--- src/rtl/rr_arbiter8.sv ---
// rr_arbiter8: registered round-robin arbiter for 8 requesters with optional hold-time preemption
module rr_arbiter8 #(
  parameter int unsigned HOLD_MAX = 16
) (
  input  logic       clk,
  input  logic       reset,
  input  logic [7:0] req,
  output logic [7:0] gnt,
  output logic [2:0] gnt_idx,
  output logic       gnt_valid,
  output logic       timeout
);
  localparam int CW = (HOLD_MAX < 2) ? 1 : $clog2(HOLD_MAX + 1);
  typedef enum logic {IDLE, GRANT} state_t;
  state_t        r_state;
  logic [2:0]    r_ptr;
  logic [CW-1:0] r_cnt;
  logic [7:0]    w_rot;
  logic [2:0]    w_off;
  logic [2:0]    w_win;
  logic          w_rel;
  logic          w_pre;
  logic          w_arb;
  // Rotating by ptr makes the last winner the lowest-priority candidate.
  always_comb begin
    w_rot = 8'({req, req} >> r_ptr);
    w_off = 3'd0;
    for (int i = 7; i >= 0; i--) if (w_rot[i]) w_off = 3'(i);
    w_win = r_ptr + w_off;
    w_rel = (r_state == GRANT) && !req[gnt_idx];
    w_pre = (r_state == GRANT) && !w_rel && (HOLD_MAX != 0) && (r_cnt == CW'(HOLD_MAX));
    w_arb = (|req) && ((r_state == IDLE) || w_rel || w_pre);
  end
  always_ff @(posedge clk or posedge reset) begin
    if (reset) begin
      r_state   <= IDLE;
      gnt       <= 8'd0;
      gnt_idx   <= 3'd0;
      gnt_valid <= 1'b0;
      timeout   <= 1'b0;
      r_ptr     <= 3'd0;
      r_cnt     <= '0;
    end else begin
      timeout <= w_pre;
      if (w_arb) begin
        r_state   <= GRANT;
        gnt_idx   <= w_win;
        gnt       <= 8'd1 << w_win;
        gnt_valid <= 1'b1;
        r_ptr     <= w_win + 3'd1;
        r_cnt     <= CW'(1);
      end else if (w_rel) begin
        r_state   <= IDLE;
        gnt       <= 8'd0;
        gnt_valid <= 1'b0;
      end else if (r_state == GRANT && r_cnt != '1) begin
        r_cnt <= r_cnt + CW'(1);
      end
    end
  end
endmodule

--- config.mk ---
export PLATFORM = sky130hd
export DESIGN_NAME = rr_arbiter8
export DESIGN_NICKNAME = d
export VERILOG_FILES = /design/src/rtl/rr_arbiter8.sv
export SDC_FILE = /design/constraint.sdc
export NUM_CORES = 1
export LEC_CHECK = 0
export CORE_ASPECT_RATIO = 0.5
export CORE_UTILIZATION = 35
export DETAILED_ROUTE_END_ITERATION = 10
export PLACE_DENSITY = 0.6
export SLEW_MARGIN = 20
export SYNTH_ARGS = -nofsm -noshare
export SYNTH_HDL_FRONTEND = slang
export SYNTH_SLANG_ARGS = --single-unit
--- constraint.sdc ---
create_clock -name clk -period 3.35 [get_ports clk]
set_clock_uncertainty 0.1 [all_clocks]
set_input_delay 0.67 -clock clk [delete_from_list [all_inputs] [get_ports clk]]
set_output_delay 0.67 -clock clk [all_outputs]
set_load 0.005 [all_outputs]
==> results.yml, run 1 <==
setup_path:
  cpMostUsedCell: "ha_4"
  critical_path_class: "in2reg"
  slowest_stage: "fa_2"
  r2r-start: "r_ptr[0]"
  worstSetupEndpointType: "flip-flop"
  cp.required_ns: 3.39
  crit_path_max_incr_delay_ns: 0.64
  cp_max_fo: 4
  arrival_ns: 3.34
  rr_endpoint: "r_ptr[2]"
  crit_chain: "buf_6, mux4_2, nor2b_4, nor3_2, buf_4, a32oi_2, o31ai_2, ha_2, fa_2, ha_4, ha_4, mux2_4"
  worstRegToRegCells: 10
  rrSetupSlack_ns: 0.09
  startpoint_type: "primary input"
clock_network:
  htreeDepth: 1
  cts_hold_buf: 0
  numCtsBuffers: 3
  cts_root_buf: "clkbuf_16"
  clk_latency_ns: 0.26
  cts_buffer_depth: 2
  clkSlewWorstSetupHoldPaths_ns: 0.06
  clock-sinks: 21
  cts_tree: "yes"
worst_hold_path:
  holdPathEnd: "gnt[7]"
  hold_class: "reg2reg"
  hold_path_depth: 1
  hp-start: "gnt[7]"
power:
  leakage_nw: 1.20
  swShare_pct: 42.9
  power_density_mw_per_mm2: 1280
  power_frac_seq_pct: 11.9
  finalPower_mw: 3.68
  internal_power_mw: 2.10
  ir_drop_mv: 0.470
  clock_power_share_pct: 7.0
  combPwrFrac_pct: 81.1
  p_sw_mw: 1.58
synthesis:
  synth_area_leader_cell: "dfrtp_1"
  synth_cells: 191
  avgSynthCellArea_sq_um: 10.6
  ys.flop_type: "dfrtp_1"
  synth_nets: 211
  yosys-top-cells-area: "dfrtp_1, mux4_2, ha_1, a211oi_1, o2111ai_1"
  syn-cell-area_sq_mm: 0.00202
  synth_edf_count: 0
  ys_warn_count: 0
  ys_types: 46
  yosysTopAreaCellShare_pct: 26.0
  seq_area_frac_synth_pct: 26.0
  ys_ff_latch: 21
  async_flop_share_pct: 100
grt:
  overflow: 0
  grt_max_degree: 22
  grt_pass1_vias: 1795
  antenna_found_initial: 0
  grt.total_usage_pct: 18.3
  grt_pass1_wl_mm: 8.77
timing:
  period_share_pct: 98.5
  timing.slew.headroom_pct: 44.0
  tightest_slew_ns: 0.839
  rsz0062_at_grt: "yes"
  fin_crit_ns: 3.30
  hold_viol_final: 0
  setup_viol: 0
  timing.hold.ws_ns: 0.399
  slew_violations: 0
  max_freq_mhz: 303
die:
  die_x_microns: 109
  dieArea_sq_mm: 0.00610
  core_region_area_sq_mm: 0.00552
  die_h_microns: 55.7
  initial_core_util_pct: 36.6
  ios: 23
  num_rows: 19
finish:
  final_cell_mix: "buf_4, dfrtp_1, nor2_1, nand2_1, mux4_2"
  num-nets-final: 269
  drive_above_1_share_pct: 49.2
  fill_cells: 475
  final_common_cell: "buf_4"
  area_delta_synth_final_pct: 42.7
  n_antenna_cell: 0
  seqCellArea_sq_um: 528
  multi_input_area_sq_mm: 0.00157
placed_design:
  place_congestion: 0.841
  hpwl_mm: 3.66
  port_buffers: 22
detailed_routing:
  vias: 1796
  drt_wl_total_mm: 5.21
  drtPass1Iterations: 4
  wl_per_cell_microns: 16.2
  initialDrtViolationCount: 46
  avgViaCountPerCell: 5.60
  ant_nets: 0
  drc: 0
flow_run:
  drv_cap: 0
outcome:
  status: "complete, no violations"
[flip-flops by register name, summed over array words and instances, names as in the netlist]
register and cells:
timeout 1, gnt 8, r_ptr 3, r_state 1
r_cnt 5, gnt_idx 3
[power groups by stage]
stage	Clock (mW)	Combinational (mW)	Sequential [mW]
floorplan	0	1.58	0.401
global placement	0	2.30	0.435
detailed placement	0	2.34	0.437
CTS	0.260	2.71	0.436
global route	0.270	3.24	0.457
finish	0.258	2.99	0.437
[worst max-delay path, delay by kind of cell]
family | cells | cell delay (ns)
and+or+nand+nor | 2 | 0.19
AOI/OAI and AO/OA | 2 | 0.26
muxes | 2 | 0.79
buffers and inverters | 2 | 0.23
adders and majority gates | 4 | 1.21
[cells in the mapped netlist, types with 2 or more instances]
master,instances
ha_1,9
o211a_1,2
mux4_2,15
nor2_1,16
buf_6,4
nand2_1,17
mux2_4,3
o2111ai_1,8
a21oi_1,7
xnor2_1,3
o211ai_2,4
o21a_1,2
inv_1,12
o211ai_1,3
dfrtp_1,21
mux2_2,4
buf_4,2
mux2i_1,4
buf_2,6
xor2_1,3
mux2i_4,2
nand3_1,8
a211oi_1,11
nor2b_1,2
nand2b_1,2
[kinds of logic (layout without fill, tap and decap cells)]
group / after synthesis / after routing / share of synthesized area, %
mux: 29 / 29 / 26.7
buf+inv: 27 / 84 / 7.25
xor+xnor: 6 / 6 / 2.60
fa+ha+maj: 10 / 10 / 6.57
simple gates: 53 / 53 / 12.5
flops: 21 / 21 / 26.0
compound gates: 45 / 45 / 18.3
[through the flow]
stage | util [%] | std cells | worst slack, ns | TNS [ns] | area (sq um)
6_report | 52.2 | 321 | 0.0515 | 0 | 2880
5_1_grt | 52.2 | 321 | -0.0588 | -0.207 | 2880
3_3_place_gp | 46.3 | 311 | -0.672 | -6.80 | 2550
3_5_place_dp | 46.3 | 311 | -0.733 | -7.34 | 2550
2_1_floorplan | - | 191 | -0.0679 | -0.0679 | 2050
4_1_cts | 50.2 | 320 | -0.0220 | -0.0499 | 2770
[worst max path at each step]
stage                     startpoint  endpoint  slack [ns]
after floorplan               req[0]  r_ptr[2]       -0.07
after global placement        req[3]    gnt[4]       -0.67
after detailed placement      req[2]    gnt[4]       -0.73
after CTS                     req[4]  r_ptr[2]       -0.02
after global routing        r_ptr[0]    gnt[0]       -0.06
final                         req[4]  r_ptr[2]        0.05
[repair_timing]
action | in CTS | in global routing
cloned | 0 | 0
buffers inserted | 5 | 1
pin swaps | 23 | 21
endpoints found under the setup margin | 11 | 10
resized for setup | 64 | 22
[routing by layer]
layer	vias up	track usage, %	wire length, microns	part of all wire, %
met5	-	0	0	0
met4	0	4.00	55	1.1
met3	8	1.05	149	2.9
met2	47	29.6	2570	49
met1	900	27.0	2440	47
li1	841	-	-	-
[layout make-up]
cell class	instances	share of cell area, %
Clock inverter	1	0.174
Inverter	13	1.78
Multi-Input combinational cell	143	54.4
Timing Repair Buffer	67	19.6
Tap cell	73	3.17
Sequential cell	21	18.3
Clock buffer	3	2.61
Power figures use the tool's default switching activity.
==> run 2, diff against run 1 <==
- SLEW_MARGIN: 20 -> default
- TNS_END_PERCENT: default -> 20
==> results.yml, run 2 (synthesis gave the netlist of run 1 again) <==
detailed_routing:
  drtPass1Iterations: 4
  avgViaCountPerCell: 5.45
  ant_nets: 0
  wl_per_cell_microns: 15.6
  initialDrtViolationCount: 71
  vias: 1727
  drt_wl_total_mm: 4.96
  drc: 0
finish:
  regMostFlops: "gnt"
  postLayoutCellArea_sq_mm: 0.00286
  reg.largest.list: "gnt (8), r_cnt (5)"
  drive_above_1_share_pct: 47.1
  final_cell_mix: "buf_4, dfrtp_1, nor2_1, nand2_1, mux4_2"
  area_delta_synth_final_pct: 41.6
  n_antenna_cell: 0
  fill_cells: 493
  largest_reg_flops: 8
  num-nets-final: 265
  final_cells: 317
  final_common_cell: "buf_4"
die:
  ios: 23
  num_rows: 19
  core_region_area_sq_mm: 0.00552
  die_x_microns: 109
  initial_core_util_pct: 36.6
  dieArea_sq_mm: 0.00610
  die_h_microns: 55.7
clock_network:
  clkSlewWorstSetupHoldPaths_ns: 0.06
  numCtsBuffers: 3
  cts_tree: "yes"
  clk_latency_ns: 0.26
  cts_buffer_depth: 2
  clock-sinks: 21
  htreeDepth: 1
  cts_root_buf: "clkbuf_16"
  cts_hold_buf: 0
setup_path:
  critical_path_class: "in2reg"
  worstSetupEndpointType: "flip-flop"
  worstRegToRegCells: 12
  slowest_stage: "fa_2"
  rrSetupSlack_ns: 0.06
  rr_endpoint: "gnt[3]"
  crit_chain: "clkbuf_4, inv_1, o21a_1, mux4_2, a32oi_2, o31ai_2, ha_2, fa_2, ha_4, nand2_1, a211oi_2, o2111ai_1, o211ai_2"
  startpoint_type: "primary input"
  cp.required_ns: 3.43
  cp_max_fo: 7
  r2r-start: "r_ptr[0]"
  crit_path_max_incr_delay_ns: 0.64
  arrival_ns: 3.39
worst_hold_path:
  hold_path_depth: 1
  hold_class: "reg2reg"
  hp-start: "gnt[7]"
  holdPathEnd: "gnt[7]"
power:
  ir_drop_mv: 0.481
  leakage_nw: 1.19
  power_density_mw_per_mm2: 1260
flow_run:
  drv_cap: 0
timing:
  timing.slew.headroom_pct: 47.6
  max_freq_mhz: 302
  slew_violations: 0
  tightest_slew_ns: 0.786
  rsz0062_at_grt: "yes"
  setup_tns_ns: 0
  setup_viol: 0
  hold_viol_final: 0
  setup_slack_ns: 0.0437
  timing.hold.ws_ns: 0.400
  fin_crit_ns: 3.31
  period_share_pct: 98.7
grt:
  grt_pass1_vias: 1795
  overflow: 0
  grt_max_degree: 22
  grt_pass1_wl_mm: 8.60
  grt.total_usage_pct: 18.0
  antenna_found_initial: 0
placed_design:
  pre_cts_slack_ns: -0.775
  placedCellCount: 310
  hpwl_mm: 3.72
  port_buffers: 22
  placed_area_sq_mm: 0.00257
  place_congestion: 0.879
outcome:
  status: "complete, no violations"
## run 2: cell type report
cell class | instances | area, sq um | share of cell area (%)
Multi-Input combinational cell | 143 | 1550 | 54.3
Sequential cell | 21 | 528 | 18.5
Tap cell | 73 | 91.3 | 3.19
Timing Repair Buffer | 63 | 556 | 19.4
Inverter | 13 | 51.3 | 1.79
Clock buffer | 3 | 75.1 | 2.62
Clock inverter | 1 | 5.00 | 0.175
## run 2: metrics by stage
stage                     util, %  power (mW)
final                        51.9        3.61
after global placement       46.6        2.74
after global routing         51.9        3.87
after detailed placement     46.6        2.79
after floorplan                 -        1.98
after CTS                    50.0        3.44
## run 2: what timing repair did
item                       in CTS  in global routing
pin swaps                      18                 15
buffers inserted                1                  2
setup endpoints to repair      11                 10
gates resized for setup        63                 21
## run 2: worst max-delay path by stage
stage	startpoint	end	slack (ns)
floorplan	req[0]	r_ptr[2]	-0.09
global placement	req[2]	gnt[0]	-0.69
detailed placement	req[2]	gnt[4]	-0.78
CTS	req[1]	r_ptr[2]	0.0007
global route	req[2]	gnt[1]	-0.09
finish	req[1]	gnt[3]	0.04
## run 2: critical path: cells and delay by family
| family | cells | cell delay [ns] |
|---|---|---|
| fa+ha+maj | 3 | 1.01 |
| compound gates | 6 | 0.93 |
| mux | 1 | 0.49 |
| buf+inv | 2 | 0.20 |
| simple gates | 1 | 0.07 |
## run 2: metal layers
layer / vias up / GRT usage [%] / routed length (microns)
met3: 8 / 1.29 / 171
met4: 0 / 5.71 / 69
met2: 46 / 28.9 / 2360
li1: 832 / - / -
met1: 841 / 25.8 / 2360
met5: - / 0 / 0
## run 2: report_power, final
group,leakage (nW),internal (mW),switching (mW)
Combinational,0.884,1.53,1.37
Sequential,0.263,0.350,0.0992
Clock,0.0409,0.161,0.0963
==> run 3, diff against run 2 <==
- CAP_MARGIN: default -> 20
==> results of run 3 <==
The final DEF is identical to that of run 2; final timing and power are the same.
